File: src/rtl/ninja_seq_pkg.sv
// ninja_seq_pkg: shared state encoding, widths and shuriken period helper for the game sequencer
package ninja_seq_pkg;
  typedef enum logic [2:0] {
    S_IDLE    = 3'd0,
    S_RUN     = 3'd1,
    S_PAUSE   = 3'd2,
    S_RESPAWN = 3'd3,
    S_OVER    = 3'd4
  } seq_state_t;
  localparam int LIVES_W = 2;
  localparam int LEVEL_W = 3;
  localparam logic [LIVES_W-1:0] LIVES_INIT = 2'd2;
  // Shuriken period shrinks with level but never below one tick.
  function automatic logic [3:0] shur_period_eff(input logic [3:0] base, input logic [LEVEL_W-1:0] lvl);
    logic [3:0] d;
    d = base > {1'b0, lvl} ? base - {1'b0, lvl} : 4'd0;
    return d == 4'd0 ? 4'd1 : d;
  endfunction
endpackage

File: src/rtl/game_tick_divider.sv
// game_tick_divider: divides clk_input into a one-cycle base tick while run is high
module game_tick_divider #(
  parameter int TICK_DIV = 8
) (
  input  logic clk_input,
  input  logic reset,
  input  logic run,
  input  logic clear,
  output logic tick
);
  localparam int W = $clog2(TICK_DIV);
  localparam logic [W-1:0] LAST = W'(TICK_DIV - 1);
  logic [W-1:0] cnt;
  always_ff @(posedge clk_input or posedge reset)
    if (reset) cnt <= '0;
    else if (clear) cnt <= '0;
    else if (run) cnt <= cnt == LAST ? '0 : cnt + W'(1);
  assign tick = run & (cnt == LAST);
endmodule

File: src/rtl/ninja_game_sequencer.sv
// ninja_game_sequencer: game FSM, lives/level counters and step enables for the game datapath
// Optional PAUSE state is built only when SEQ_PAUSE_EN is defined.
module ninja_game_sequencer
  import ninja_seq_pkg::*;
#(
  parameter int TICK_DIV      = 8,
  parameter int ELEV_PERIOD   = 2,
  parameter int SHUR_PERIOD   = 4,
  parameter int RESPAWN_TICKS = 3,
  parameter int MAX_LEVEL     = 3
) (
  input  logic               clk_input,
  input  logic               reset,
  input  logic               start,
  input  logic               pause,
  input  logic               hit,
  input  logic               goal,
  output logic [2:0]         state,
  output logic [LIVES_W-1:0] lives,
  output logic [LEVEL_W-1:0] level,
  output logic               tick,
  output logic               elev_step,
  output logic               shur_step,
  output logic               ninja_en,
  output logic               respawn,
  output logic               game_over,
  output logic               win
);
  localparam int EW = ELEV_PERIOD > 1 ? $clog2(ELEV_PERIOD) : 1;
  localparam int RW = RESPAWN_TICKS > 1 ? $clog2(RESPAWN_TICKS) : 1;
  localparam logic [EW-1:0] ELEV_LAST = EW'(ELEV_PERIOD - 1);
  localparam logic [RW-1:0] RSP_LAST = RW'(RESPAWN_TICKS - 1);
  localparam logic [LEVEL_W-1:0] LEVEL_MAX = LEVEL_W'(MAX_LEVEL);
  localparam logic [3:0] SHUR_BASE = 4'(SHUR_PERIOD);
  seq_state_t st_q, st_n;
  logic start_q, start_rise, in_run, active, enter_rsp, tick_i, win_n;
  logic [LIVES_W-1:0] lives_n;
  logic [LEVEL_W-1:0] level_n;
  logic [EW-1:0] elev_cnt;
  logic [3:0] shur_cnt, sp_last;
  logic [RW-1:0] rsp_cnt;
`ifndef SEQ_PAUSE_EN
  logic pause_unused;
  assign pause_unused = pause;
`endif
  assign start_rise = start & ~start_q;
  assign in_run = st_q == S_RUN;
  assign active = in_run | (st_q == S_RESPAWN);
  assign enter_rsp = (st_n == S_RESPAWN) && (st_q != S_RESPAWN);
  assign sp_last = shur_period_eff(SHUR_BASE, level) - 4'd1;
  game_tick_divider #(.TICK_DIV(TICK_DIV)) u_div (
    .clk_input(clk_input),
    .reset(reset),
    .run(active),
    .clear(enter_rsp),
    .tick(tick_i)
  );
  always_comb begin
    st_n = st_q;
    lives_n = lives;
    level_n = level;
    win_n = win;
    case (st_q)
      S_IDLE: begin
        lives_n = LIVES_INIT;
        level_n = '0;
        win_n = 1'b0;
        if (start_rise) st_n = S_RESPAWN;
      end
      S_RESPAWN: if (tick_i && rsp_cnt == RSP_LAST) st_n = S_RUN;
      S_RUN:
        if (hit) begin
          if (lives != '0) begin
            lives_n = lives - 2'd1;
            st_n = S_RESPAWN;
          end else begin
            win_n = 1'b0;
            st_n = S_OVER;
          end
        end else if (goal) begin
          if (level < LEVEL_MAX) begin
            level_n = level + 3'd1;
            st_n = S_RESPAWN;
          end else begin
            win_n = 1'b1;
            st_n = S_OVER;
          end
        end
`ifdef SEQ_PAUSE_EN
        else if (pause) st_n = S_PAUSE;
      S_PAUSE: if (!pause) st_n = S_RUN;
`endif
      S_OVER: if (start_rise) st_n = S_IDLE;
      default: st_n = S_IDLE;
    endcase
  end
  // Step counters only advance on RUN ticks, so PAUSE and RESPAWN freeze them.
  always_ff @(posedge clk_input or posedge reset)
    if (reset) begin
      st_q <= S_IDLE;
      start_q <= 1'b0;
      lives <= LIVES_INIT;
      level <= '0;
      win <= 1'b0;
      respawn <= 1'b0;
      elev_cnt <= '0;
      shur_cnt <= '0;
      rsp_cnt <= '0;
    end else begin
      st_q <= st_n;
      start_q <= start;
      lives <= lives_n;
      level <= level_n;
      win <= win_n;
      respawn <= enter_rsp;
      if (enter_rsp) begin
        elev_cnt <= '0;
        shur_cnt <= '0;
        rsp_cnt <= '0;
      end else if (tick_i) begin
        if (in_run) begin
          elev_cnt <= elev_cnt == ELEV_LAST ? '0 : elev_cnt + EW'(1);
          shur_cnt <= shur_cnt >= sp_last ? 4'd0 : shur_cnt + 4'd1;
        end else rsp_cnt <= rsp_cnt + RW'(1);
      end
    end
  assign state = st_q;
  assign tick = tick_i;
  assign elev_step = tick_i & in_run & (elev_cnt == ELEV_LAST);
  assign shur_step = tick_i & in_run & (shur_cnt >= sp_last);
  assign ninja_en = in_run;
  assign game_over = st_q == S_OVER;
endmodule

File: config.mk
export PLATFORM = sky130hd
export DESIGN_NAME = ninja_game_sequencer
export DESIGN_NICKNAME = d
export VERILOG_FILES = /design/src/rtl/ninja_seq_pkg.sv /design/src/rtl/game_tick_divider.sv /design/src/rtl/ninja_game_sequencer.sv
export SDC_FILE = /design/constraint.sdc
export NUM_CORES = 1
export LEC_CHECK = 0
export CAP_MARGIN = 0
export CELL_PAD_IN_SITES_DETAIL_PLACEMENT = 1
export CELL_PAD_IN_SITES_GLOBAL_PLACEMENT = 1
export CORE_ASPECT_RATIO = 1.25
export CORE_MARGIN = 5
export CORE_UTILIZATION = 46
export CTS_BUF_LIST = sky130_fd_sc_hd__clkbuf_8
export DETAILED_ROUTE_END_ITERATION = 7
export MAX_ROUTING_LAYER = met4
export PLACE_DENSITY = 0.95
export SKIP_LAST_GASP = 1
export SLEW_MARGIN = 0
export SYNTH_ARGS = -nofsm -noshare
export SYNTH_HDL_FRONTEND = slang
export SYNTH_HIERARCHICAL = 1
export SYNTH_SLANG_ARGS = --single-unit
File: constraint.sdc
create_clock -name clk_input -period 4.3 [get_ports clk_input]
set_input_delay 0.86 -clock clk_input [delete_from_list [all_inputs] [get_ports clk_input]]
set_output_delay 0.86 -clock clk_input [all_outputs]
set_load 0.1 [all_outputs]
# Word level (Yosys, flattened, before mapping)
# Index checks and enable logic that the tools add are counted.
# word_totals
reg_bits,21
input_bits,6
output_inout_bits,15
wordCells,94
# classes
add_sub_neg,8
magnitude_cmp,3
n_eq_ne,16
n_mux,36
bitwise,7
n_reduce_logical,14
# op_table
operator,count
two-way mux 3 bit,13
two-way mux 4 bit,6
case mux 3 bit (4 select lines),1
two-way mux 2 bit,5
nonzero test 2 bit,5
"inequality test 3 bit, second input constant",3
two-way mux 1 bit,8
AND reduction 4 bit,2
"adder 3 x 1 -> 3 bit, second input constant",2
"== test 3 x 2 -> 1 bit, second input constant",2
"== test 3 bit, second input constant",2
"inequality test 2 x 1 -> 1 bit, second input constant",3
"inequality test 2 bit, second input constant",3
case mux 3 bit (2 select lines),1
AND 1 bit,5
"adder 4 x 1 -> 4 bit, second input constant",1
>= comparator 4 bit,1
logical NOT 4 bit,1
case mux 2 bit (2 select lines),1
AND reduction 2 bit,2
"subtractor 3 x 3 -> 4 bit, first input constant",1
"subtractor 4 x 1 -> 4 bit, second input constant",1
"== test 3 x 1 -> 1 bit, second input constant",1
"> comparator 3 bit, first input constant",1
other kinds (12),13

# Longest topological paths before layout
# Gate-level depths: netlist of run 1.
# logic_depth
word_depth,10
ltp_mapped,11
ltp_nobuf,11

# Hierarchy
# Netlist of run 1, hierarchy kept.
# by_module_without_submodules
module,instances,cells_per_inst,area_each_um2,seq_area_each_um2
ninja_game_sequencer,1,116,1157.4,451.7
game_tick_divider,1,14,161.4,75.1

# Least setup slack after synthesis of run 1
# Ideal clock, no wire load.
# synth_path
path_type,in2out
startpoint,input state[0]
endpoint,output shur_step
arrival_time_ns,4.655
required_ns,3.440
path_slack_ns,-1.215
path_stages,6
path_buffers,1
cell_sequence,dfrtp_1 buf_6 and2b_2 and2_1 nand3b_1 nor3_1
# synth_between
elab_chain_len,5
elab_cells_between_ends,6
classes_between,2 x eq/ne; 4 x bitwise
# synth_rtl
element,line,text
start: declaration,ninja_game_sequencer.sv:18,"output logic [2:0] state,"
== test 3 x 1 -> 1 bit / == test 3 x 2 -> 1 bit (equally long branches),"ninja_game_sequencer.sv:47, ninja_game_sequencer.sv:48",
bitwise OR 1 bit *,ninja_game_sequencer.sv:48,assign active = in_run | (st_q == S_RESPAWN);
via active,ninja_game_sequencer.sv:36,"logic start_q, start_rise, in_run, active, enter_rsp, tick_i, win_n;"
AND 1 bit *,game_tick_divider.sv:18,assign tick = run & (cnt == LAST);
via tick,ninja_game_sequencer.sv:21,"output logic tick,"
AND 1 bit * (2 in a row),ninja_game_sequencer.sv:130,assign shur_step = tick_i & in_run & (shur_cnt >= sp_last);
end: declaration,ninja_game_sequencer.sv:23,"output logic shur_step,"
# Mark *: on every way through the listed nets, which the timed path passes. The rest lies on a longest branch.

# Worst setup path in the final report of run 1
# layout_path
startpoint,input level[0]
endpoint,output shur_step
# layout_between
elab_chain_len,7
elab_cells_between_ends,8
classes_between,2 x add/sub; 2 x order compare; 2 x mux; 1 x bitwise; 1 x reduce/logical
# layout_rtl
element,line,text
start: declaration,ninja_game_sequencer.sv:20,"output logic [LEVEL_W-1:0] level,"
subtractor 3 x 3 -> 4 bit / > comparator 3 bit (equally long branches),ninja_seq_pkg.sv:16,"d = base > {1'b0, lvl} ? base - {1'b0, lvl} : 4'd0;"
two-way mux 4 bit *,ninja_seq_pkg.sv:16,
logical NOT 4 bit,ninja_seq_pkg.sv:17,return d == 4'd0 ? 4'd1 : d;
two-way mux 4 bit *,ninja_seq_pkg.sv:17,
subtractor 4 x 1 -> 4 bit *,ninja_game_sequencer.sv:50,"assign sp_last = shur_period_eff(SHUR_BASE, level) - 4'd1;"
>= comparator 4 bit *,ninja_game_sequencer.sv:130,
AND 1 bit *,ninja_game_sequencer.sv:130,
# Mark *: on every way between the ends. The rest lies on a longest branch, timed or not.

==> results of run 1 <==
## final timing paths
kind	end	slack (ns)	depth (start not counted)
max in group asynchronous	level[1]	2.81	2
max	shur_step	0.50	11
max reg2reg	shur_cnt[2]	1.46	11
min reg2reg	win	0.53	1
min	win	0.53	1
min in group asynchronous	u_div/cnt[1]	0.79	2
## cell type report
| cell class | count | area [um^2] |
|---|---|---|
| inverter | 13 | 48.8 |
| clock inverter | 1 | 3.75 |
| clock buffer | 3 | 41.3 |
| multi-input combinational | 93 | 728 |
| timing repair buffer | 20 | 188 |
| sequential | 21 | 527 |
| tap | 34 | 42.5 |
| fill | 299 | 1130 |
## kinds of logic (layout without fill, tap and decap cells)
logic type | count (synthesis) | count (layout)
and+or+nand+nor | 47 | 47
AOI/OAI and AO/OA | 27 | 27
DFF | 21 | 21
buffers and inverters | 16 | 37
adders and majority gates | 12 | 12
xor gates and xnor gates | 3 | 3
muxes | 3 | 3
other | 1 | 1
## state kept, by name, indices dropped and copies added (netlist names)
register,count
level,3
rsp_cnt,2
start_q,1
state,3
respawn,1
elev_cnt,1
lives,2
shur_cnt,4
u_div/cnt,3
win,1
## routing by layer
metal / global-route usage (%) / wire length (um) / up-vias
li1: - / - / 492
met2: 29.3 / 1630 / 13
met3: 2.39 / 74 / 2
met5: - / 0 / -
met4: 6.96 / 29 / 0
met1: 17.2 / 1190 / 509
## worst max-delay path, cell delays in order (launching register included)
cell	delay, ns
dfrtp_1	0.45
inv_1	0.10
ha_1	0.35
nor2_1	0.07
nor3_1	0.24
ha_1	0.23
xnor2_1	0.13
ha_1	0.24
or2_1	0.20
a21oi_1	0.35
nor3_4	0.07
buf_4	0.25
## through the flow
stage | utilization [%] | cells | worst slack, ns
2_1_floorplan | - | 130 | 0.168
3_3_place_gp | 56.7 | 181 | 0.931
3_5_place_dp | 56.7 | 181 | 0.790
4_1_cts | 58.3 | 185 | 0.482
5_1_grt | 58.3 | 185 | 0.329
6_report | 58.3 | 185 | 0.502
## report_power, final
| group | total [mW] | internal, mW | switching [mW] | leakage, nW |
|---|---|---|---|---|
| Sequential | 0.300 | 0.242 | 0.0585 | 0.277 |
| Combinational | 0.780 | 0.258 | 0.522 | 0.438 |
| Clock | 0.127 | 0.0636 | 0.0633 | 0.0269 |
## cells in the mapped netlist (3+ instances only)
cell type / instances / area share (%)
nor2_1: 11 / 3.1
dfrtp_1: 20 / 38
inv_1: 13 / 3.7
xnor2_1: 3 / 2.0
nand2_1: 9 / 2.6
nor2b_1: 3 / 1.4
o21ai_0: 4 / 1.5
nand3_1: 3 / 1.1
a21oi_1: 7 / 2.7
ha_1: 12 / 11
==> out/summary.txt, run 1 <==
FLOW RUN
------------------------------------------------------------------------
Count of max-cap constraint violations                                 0

TIMING
------------------------------------------------------------------------
Final-report setup violation count                                     0
Final critical path time including I/O delays and setup          3.80 ns
Normalized max-slew margin                                         33.9%
Count of pins over their slew limit                                    0
Hold violation total from the final report                             0
RSZ-0062 raised after global routing                                  no
Part of the cycle the worst path needs                             88.3%
Summed negative setup slack over all endpoints                      0 ns
Clock Skews                                                   0.00305 ns
Post-route worst hold slack                                     0.532 ns
Max Freq                                                       0.263 GHz
Slew @ Worst Pin                                                0.988 ns

PLACE
------------------------------------------------------------------------
Final weighted congestion in routability-driven placement          0.762
Port bufs                                                             19
DPL Wire Length                                                  2330 um
Post-DP Area                                                   1530 um^2

SYNTHESIS
------------------------------------------------------------------------
Register bit total from synthesis                                     21
Synthesized area                                               1320 um^2
Post-synthesis adder-cell area fraction                            11.4%
Number of synthesized flops with an enable pin                         0
Xor-xnor portion of the synthesized cell area                      1.99%
Average size of a mapped cell                                  10.1 um^2
Async set-reset flop share out of synthesis                         100%
Fraction of the mapped netlist area in compound gates              17.7%
Fraction of the yosys area taken by sequential cells               39.9%
Multiplexer share of the synthesized area                          2.37%
Ys flop type                                                     dfrtp_1
Number of synthesis warnings                                           6
Simple-gate share of the synthesized area                          20.5%
Number of distinct library cells after synthesis                      46
Post-Syn Instances                                                   130
Nets in the synthesized netlist                                      148
Main combinational cell family by area after synthesis      simple AND/OR/NAND/NOR gates

CLOCKING
------------------------------------------------------------------------
Buffer type at the clock tree root                              clkbuf_8
Clk slew on worst S/H paths                                      0.07 ns
Clock Sink Count                                                      21
Later-pin clock latency in the skew report                       0.26 ns
Post-CTS Setup Repair Bufs                                             0
Number of cells upsized or downsized after cts                         0
H-tree lvl count                                                       1
CTS Hold Bufs                                                          0
Clock buffer depth                                                     2
TritonCTS clock tree                                                 yes
CTS Buf Count                                                          3

POWER
------------------------------------------------------------------------
Power density over the cells                                 764 nW/um^2
Leakage Power                                                   0.742 nW
Largest voltage drop on the vdd net                             0.595 mV
Overall power                                                    1.21 mW

LAYOUT
------------------------------------------------------------------------
Number of antenna cells inserted                                       0
Syn-to-layout area delta                                           19.7%
Layout cells sized above 1                                         15.9%
Highest-count cells in the layout ignoring fill and taps    dfrtp_1 (20), clkdlybuf4s50_1 (15), inv_1 (14), ha_1 (12), nor2_1 (11)
Post-layout nets                                                     170
Final instance area                                            1580 um^2
Leading cell type in the layout, fill and taps excluded          dfrtp_1

DIE
------------------------------------------------------------------------
Io pins                                                               21
Std-Cell Core Area                                             2710 um^2
Cell Rows                                                             21
Die footprint                                                  4040 um^2
Vertical extent of the die                                       69.9 um
Die extent in x                                                  57.9 um
Starting density of the core                                       48.7%

ROUTING
------------------------------------------------------------------------
Wirelength per Cell                                              15.8 um
Initial drt markers                                                   10
Number of antenna-violating nets in the routed design                  0
Via count                                                           1016
Vias per inst                                                       5.49
Detailed Route WL                                                2920 um
Length of the first detailed-routing pass in iterations                4
Remaining routing DRC violations                                       0

WORST HOLD PATH
------------------------------------------------------------------------
Min-Delay Path Class                                          reg -> reg
Startpoint of the lowest-slack hold path                             win

CRITICAL PATH
------------------------------------------------------------------------
Crit path launch                                                level[0]
Startpoint types                                                    flop
Type of the setup path with the least slack                   reg -> out
Required time of the worst setup path                            3.44 ns
CP endpoint kind                                             output port
Worst r2r src                                                   level[0]
Arrival time of data at the critical path endpoint               2.94 ns
Critical-path maximum fanout                                           5

GLOBAL ROUTING
------------------------------------------------------------------------
Wire length of the first global-routing pass                     5020 um
Pin count of the biggest net entering global routing                  19
Antenna violations before repair                                       0
Overall routing resource usage                                     16.3%
Total grt overflow                                                     0
Vias in the first global route                                      1133

OUTCOME
------------------------------------------------------------------------
Status                                                      complete, no violations

No activity file was read; power rests on OpenSTA's default activity.
==> run 2: changes to the inputs <==
--- a/config.mk
+++ b/config.mk
@@ -8,10 +8,10 @@
 export CAP_MARGIN = 0
 export CELL_PAD_IN_SITES_DETAIL_PLACEMENT = 1
 export CELL_PAD_IN_SITES_GLOBAL_PLACEMENT = 1
-export CORE_ASPECT_RATIO = 1.25
 export CORE_MARGIN = 5
 export CORE_UTILIZATION = 46
 export CTS_BUF_LIST = sky130_fd_sc_hd__clkbuf_8
+export CTS_CLUSTER_DIAMETER = 200
 export DETAILED_ROUTE_END_ITERATION = 7
 export MAX_ROUTING_LAYER = met4
 export PLACE_DENSITY = 0.95
==> run 2 against run 1 <==
Effect of this change:
- first-iteration DRC count up 130%
- hold slack improved by 0.0039 ns
- critical path depth unchanged
- total power is 0.34% higher
- setup slack improved by 0.018 ns
- register-to-register slack better by 0.07 ns
- design area shrank 0.16%
- clock power up 4%
- non-clock buffer count unchanged
- die area decreased by 0.16%
- clock skew increased by 0.0054 ns
- sequential power about the same
- largest power group unchanged
- highest routed layer unchanged
==> out/summary.txt, run 2 (synthesis results as in run 1) <==
OUTCOME
------------------------------------------------------------------------
Status                                                      complete, no violations

LAYOUT
------------------------------------------------------------------------
Largest reg by FF count                                         shur_cnt
Leading cell type in the layout, fill and taps excluded          dfrtp_1
Final instance area                                            1580 um^2   -0.16%
Number of antenna cells inserted                                       0   unchanged
Highest-count cells in the layout ignoring fill and taps    dfrtp_1 (20), clkdlybuf4s50_1 (15), inv_1 (13), ha_1 (12), nor2_1 (11)
Syn-to-layout area delta                                           19.5%
Layout cells sized above 1                                         16.6%   +0.66 points
FILL cells                                                           312   +4.3%
Post-layout nets                                                     170   unchanged
Number of flip-flops in the largest register                           4   unchanged

POWER
------------------------------------------------------------------------
Power density over the cells                                 768 nW/um^2   +0.50%
Largest voltage drop on the vdd net                             0.656 mV   +10%
Overall power                                                    1.21 mW   +0.34%
Leakage Power                                                   0.741 nW   -0.19%

WORST HOLD PATH
------------------------------------------------------------------------
Min-Delay Path Class                                          reg -> reg

ROUTING
------------------------------------------------------------------------
Via count                                                            997   -1.9%
Detail Route met2 WL                                             1450 um   -11%
Number of antenna-violating nets in the routed design                  0   unchanged
Wire length on met3                                                64 um   -14%
Detailed Route WL                                                2840 um   -3.0%
Length of the first detailed-routing pass in iterations                4   unchanged
Remaining routing DRC violations                                       0   unchanged
Met1 layer wirelength in the final routing                       1270 um   +6.9%
Initial drt markers                                                   23   +13
Wirelength per Cell                                              15.6 um   -1.4%
Vias per inst                                                       5.48   -0.25%
Uppermost metal layer occupied by signal nets                       met4

CLOCKING
------------------------------------------------------------------------
CTS Hold Bufs                                                          0   unchanged
CTS Buf Count                                                          3   unchanged
H-tree lvl count                                                       1   unchanged
Buffer type at the clock tree root                              clkbuf_8
Clock buffer depth                                                     2   unchanged
Clock Sink Count                                                      21   unchanged
Clk slew on worst S/H paths                                      0.08 ns   about the same
Number of cells upsized or downsized after cts                         0   unchanged
Later-pin clock latency in the skew report                       0.27 ns   about the same
Post-CTS Setup Repair Bufs                                             0   unchanged
TritonCTS clock tree                                                 yes

TIMING
------------------------------------------------------------------------
Post-route worst hold slack                                     0.536 ns   +0.00393 ns
Clock Skews                                                   0.00842 ns   +0.00537 ns
Final critical path time including I/O delays and setup          3.78 ns   -0.0179 ns
Normalized max-slew margin                                         34.8%   +0.84 points
Worst path setup slack after routing                            0.520 ns   +0.0179 ns
Slew @ Worst Pin                                                0.975 ns   -0.0125 ns
Summed negative setup slack over all endpoints                      0 ns   unchanged
RSZ-0062 raised after global routing                                  no
Max Freq                                                       0.265 GHz   +0.47%
Count of pins over their slew limit                                    0   unchanged
Hold violation total from the final report                             0   unchanged
Final-report setup violation count                                     0   unchanged
Part of the cycle the worst path needs                             87.9%   -0.42 points

CRITICAL PATH
------------------------------------------------------------------------
Arrival time of data at the critical path endpoint               2.92 ns   -0.02 ns
Startpoint types                                                    flop
Worst setup slack for register-to-register paths                 1.53 ns   +0.07 ns
CP endpoint kind                                             output port
Critical-path maximum fanout                                           5   unchanged
Required time of the worst setup path                            3.44 ns   about the same
Type of the setup path with the least slack                   reg -> out

DIE
------------------------------------------------------------------------
Die footprint                                                  4040 um^2   -0.16%
Std-Cell Core Area                                             2760 um^2   +1.9%
Vertical extent of the die                                       63.5 um   -9.0%
Starting density of the core                                       47.8%   -0.91 points
Die extent in x                                                  63.5 um   +9.8%
Cell Rows                                                             19   -9.5%
Io pins                                                               21   unchanged

PLACE
------------------------------------------------------------------------
Final weighted congestion in routability-driven placement          0.764   +0.18%
DPL Wire Length                                                  2220 um   -4.8%
Worst slack at placement                                        0.793 ns   +0.00234 ns
Post-DP Area                                                   1530 um^2   -0.24%
Port bufs                                                             19   unchanged

GLOBAL ROUTING
------------------------------------------------------------------------
Antenna violations before repair                                       0   unchanged
Vias in the first global route                                      1148   +1.3%
Wire length of the first global-routing pass                     5170 um   +2.9%
Overall routing resource usage                                     16.2%   -0.030 points
Total grt overflow                                                     0   unchanged
Pin count of the biggest net entering global routing                  19   unchanged

FLOW RUN
------------------------------------------------------------------------
Count of max-cap constraint violations                                 0   unchanged

==> run 2: changes by cell type in the layout (fill, tap and decap cells not counted) <==
| cell | delta |
|---|---|
| clkinv_2 | +1 |
| inv_1 | -1 |
==> run 2: metal layers <==
layer | GRT usage [%] | up-vias
li1 | - | 489
met1 | 20.0 | 490
met2 | 26.6 | 14
met3 | 1.95 | 4
met4 | 7.01 | 0
met5 | - | -
==> run 2: power by group <==
| group | switching, mW | leakage [nW] | internal [mW] |
|---|---|---|---|
| logic | 0.522 | 0.438 | 0.259 |
| clock network | 0.0670 | 0.0255 | 0.0647 |
| registers | 0.0564 | 0.277 | 0.242 |
| total | 0.645 | 0.741 | 0.566 |
==> run 2: path summary, 6_finish.rpt <==
path / depth (start not counted) / start / endpoint
hold reg to reg: 2 / lives[1] / lives[1]
setup / recovery: 11 / level[0] / shur_step
max in group asynchronous: 2 / reset / shur_cnt[1]
hold / removal: 2 / lives[1] / lives[1]
min in group asynchronous: 2 / reset / u_div/cnt[2]
setup reg to reg: 11 / level[0] / shur_cnt[2]
==> run 2: stage by stage <==
step / std cells / util, %
CTS: 182 / 57.2
global placement: 178 / 55.5
detailed placement: 178 / 55.5
finish: 182 / 57.2
floorplan: 130 / -
global route: 182 / 57.2
==> run 2: layout make-up <==
cell class | count | area, um^2 | area share (%)
Inverter | 13 | 48.8 | 3.10
Multi-Input combinational cell | 93 | 728 | 46.2
Timing Repair Buffer | 20 | 188 | 11.9
Clock buffer | 3 | 41.3 | 2.62
Sequential cell | 21 | 527 | 33.4
Clock inverter | 1 | 5.00 | 0.317
Tap cell | 31 | 38.8 | 2.46
==> run 2: worst max-delay path, cell delays in order, from the launching register on <==
cell and delay (ns):
dfrtp_1 0.46, inv_1 0.10, ha_1 0.34, nor2_1 0.07
nor3_1 0.21, ha_1 0.22, xnor2_1 0.14, ha_1 0.26
or2_1 0.21, a21oi_1 0.33, nor3_4 0.07, buf_4 0.25
==> run 3: changes to the inputs <==
--- a/config.mk
+++ b/config.mk
@@ -6,10 +6,8 @@
 export NUM_CORES = 1
 export LEC_CHECK = 0
 export CAP_MARGIN = 0
-export CELL_PAD_IN_SITES_DETAIL_PLACEMENT = 1
-export CELL_PAD_IN_SITES_GLOBAL_PLACEMENT = 1
 export CORE_MARGIN = 5
-export CORE_UTILIZATION = 46
+export CORE_UTILIZATION = 59
 export CTS_BUF_LIST = sky130_fd_sc_hd__clkbuf_8
 export CTS_CLUSTER_DIAMETER = 200
 export DETAILED_ROUTE_END_ITERATION = 7
==> run 3 against run 2 <==
Effect of this change:
- combinational power shrank 1%
- clock-buffer cell count unchanged
- routed wire length down 6.7%
- total power fell by 0.81%
- clock power about the same
- hold slack got worse by 0.0074 ns
- die area down 19%
- highest routed layer unchanged
==> out/summary.txt, run 3 (synthesis results as in run 1) <==
TIMING
------------------------------------------------------------------------
Normalized max-slew margin                                         34.9%   +0.13 points
Summed negative setup slack over all endpoints                      0 ns   unchanged
Final-report setup violation count                                     0   unchanged
Final critical path time including I/O delays and setup          3.73 ns   -0.0531 ns
Hold violation total from the final report                             0   unchanged
Part of the cycle the worst path needs                             86.7%   -1.2 points
RSZ-0062 raised after global routing                                  no
Count of pins over their slew limit                                    0   unchanged
Clock Skews                                                   0.00348 ns   -0.00494 ns
Slew @ Worst Pin                                                0.973 ns   -0.00189 ns
Max Freq                                                       0.268 GHz   +1.4%

POWER
------------------------------------------------------------------------
Power density over the cells                                 763 nW/um^2   -0.74%
Clk network pwr share                                              10.9%   about the same
Combinational group share of total power                           64.1%   -0.4 points
Overall power                                                    1.20 mW   -0.81%
NetSw                                                           0.639 mW   -0.98%
Part of the total power dissipated in sequential elements          24.9%   +0.3 points
Leakage Power                                                   0.739 nW   -0.28%
Internal                                                        0.562 mW   -0.62%
Largest voltage drop on the vdd net                             0.578 mV   -12%
Net switching fraction of the power                                53.2%   -0.090 points

CRITICAL PATH
------------------------------------------------------------------------
CP max-delay cell                                                dfrtp_1
Arrival time of data at the critical path endpoint               2.87 ns   -0.05 ns
Critical-path maximum fanout                                           5   unchanged
Reg2Reg Depth                                                         11   unchanged
Required time of the worst setup path                            3.44 ns   about the same
Cell breakdown of the critical path                         inv_1 > ha_1 > nor2_1 > nor3_1 > ha_1 > xnor2_1 > ha_1 > or2_1 > a21oi_1 > nor3_4 > buf_4
Crit-path most repeated cell                                        ha_1
CP endpoint kind                                             output port
Worst setup slack for register-to-register paths                 1.54 ns   about the same
Worst r2r src                                                   level[0]
Startpoint types                                                    flop
Worst flop-to-flop path endpoint                             shur_cnt[2]
Type of the setup path with the least slack                   reg -> out
Maximum single-stage delay on the critical path                  0.46 ns   about the same

CLOCKING
------------------------------------------------------------------------
Post-CTS Setup Repair Bufs                                             0   unchanged
Later-pin clock latency in the skew report                       0.26 ns   about the same
CTS Hold Bufs                                                          0   unchanged
H-tree lvl count                                                       1   unchanged
Buffer type at the clock tree root                              clkbuf_8
Clk slew on worst S/H paths                                      0.08 ns   about the same
Clock buffer depth                                                     2   unchanged
TritonCTS clock tree                                                 yes
Number of cells upsized or downsized after cts                         0   unchanged
Clock Sink Count                                                      21   unchanged
CTS Buf Count                                                          3   unchanged

ROUTING
------------------------------------------------------------------------
Vias per inst                                                       5.55   +1.3%
Wirelength per Cell                                              14.8 um   -5.1%
Length of the first detailed-routing pass in iterations                4   unchanged
Initial drt markers                                                   20   -13%
Remaining routing DRC violations                                       0   unchanged
Via count                                                            993   -0.40%
Detailed Route WL                                                2650 um   -6.7%
Number of antenna-violating nets in the routed design                  0   unchanged

GLOBAL ROUTING
------------------------------------------------------------------------
Overall routing resource usage                                     17.7%   +1.4 points
Wire length of the first global-routing pass                     4490 um   -13%
Total grt overflow                                                     0   unchanged
Antenna violations before repair                                       0   unchanged
Pin count of the biggest net entering global routing                  19   unchanged
Vias in the first global route                                      1021   -11%

WORST HOLD PATH
------------------------------------------------------------------------
Worst Hold Depth                                                       2   unchanged
Startpoint of the lowest-slack hold path                      rsp_cnt[1]
Min-Delay Path Class                                          reg -> reg
End point of the worst hold path                              rsp_cnt[1]

LAYOUT
------------------------------------------------------------------------
Number of flip-flops in the largest register                           4   unchanged
Post-route core utilization                                        72.6%   +15 points
FILL cells                                                           156   -50%
Area taken by flip-flops and latches                            527 um^2   unchanged
Highest-count cells in the layout ignoring fill and taps    dfrtp_1 (20), clkdlybuf4s50_1 (16), inv_1 (13), ha_1 (12), nor2_1 (11)
Multi-input gate area                                           728 um^2   unchanged
Post-layout nets                                                     170   unchanged
Number of antenna cells inserted                                       0   unchanged
Largest reg by FF count                                         shur_cnt
Syn-to-layout area delta                                           19.4%   about the same
Layout cells sized above 1                                         15.9%   -0.66 points
Leading cell type in the layout, fill and taps excluded          dfrtp_1

OUTCOME
------------------------------------------------------------------------
Status                                                      complete, no violations

DIE
------------------------------------------------------------------------
Die extent in x                                                  57.3 um   -9.9%
Die footprint                                                  3280 um^2   -19%
Std-Cell Core Area                                             2170 um^2   -21%
Starting density of the core                                       60.8%   +13 points
Cell Rows                                                             17   -2
Vertical extent of the die                                       57.3 um   -9.9%
Io pins                                                               21   unchanged

PLACE
------------------------------------------------------------------------
DPL Wire Length                                                  2000 um   -10%
Port bufs                                                             19   unchanged
Final weighted congestion in routability-driven placement          0.841   +10%

FLOW RUN
------------------------------------------------------------------------
Count of max-cap constraint violations                                 0   unchanged

run 3: per-stage QoR:
| step | hold slack (ns) | std cells | area, um^2 | setup slack, ns |
|---|---|---|---|---|
| floorplan | 0.490 | 130 | 1330 | 0.168 |
| global placement | 0.508 | 175 | 1530 | 0.953 |
| detailed placement | 0.521 | 175 | 1530 | 0.868 |
| CTS | 0.532 | 179 | 1580 | 0.558 |
| global route | 0.576 | 179 | 1580 | 0.397 |
| finish | 0.528 | 179 | 1580 | 0.573 |
run 3: how the worst max path moves through the flow:
stage                        start        end  slack [ns]
final                     level[0]  shur_step        0.57
after global routing      level[0]  shur_step        0.40
after CTS                 level[0]  shur_step        0.56
after detailed placement  level[0]  shur_step        0.87
after global placement    level[0]  shur_step        0.95
after floorplan           level[0]  shur_step        0.17
run 3: power groups by stage:
stage / logic, mW / registers (mW) / clock network, mW
4_1_cts: 0.776 / 0.298 / 0.133
3_5_place_dp: 0.771 / 0.302 / 0
6_report: 0.771 / 0.299 / 0.131
5_1_grt: 0.819 / 0.306 / 0.144
3_3_place_gp: 0.744 / 0.297 / 0
2_1_floorplan: 0.435 / 0.504 / 0
run 3: area by class of cell:
type                       instances  area share (%)
inverter                          13            3.10
timing repair buffer              20            12.1
multi-input combinational         93            46.2
sequential                        21            33.4
tap                               28            2.22
clock inverter                     1           0.318
clock buffer                       3            2.62
run 3: critical path, delay by kind of cell (launching register included):
kind	cells	cell delay, ns
XOR/XNOR	1	0.13
AO/OA/AOI/OAI	1	0.33
flip-flops	1	0.46
adder cells (fa/ha/maj)	3	0.80
buffers and inverters	2	0.35
AND/OR/NAND/NOR	4	0.54
run 3: metal layers:
metal  track usage, %  wire [um]
met3             2.94         52
met5                -          0
met4             6.95         15
met1             19.3       1160
met2             31.6       1420
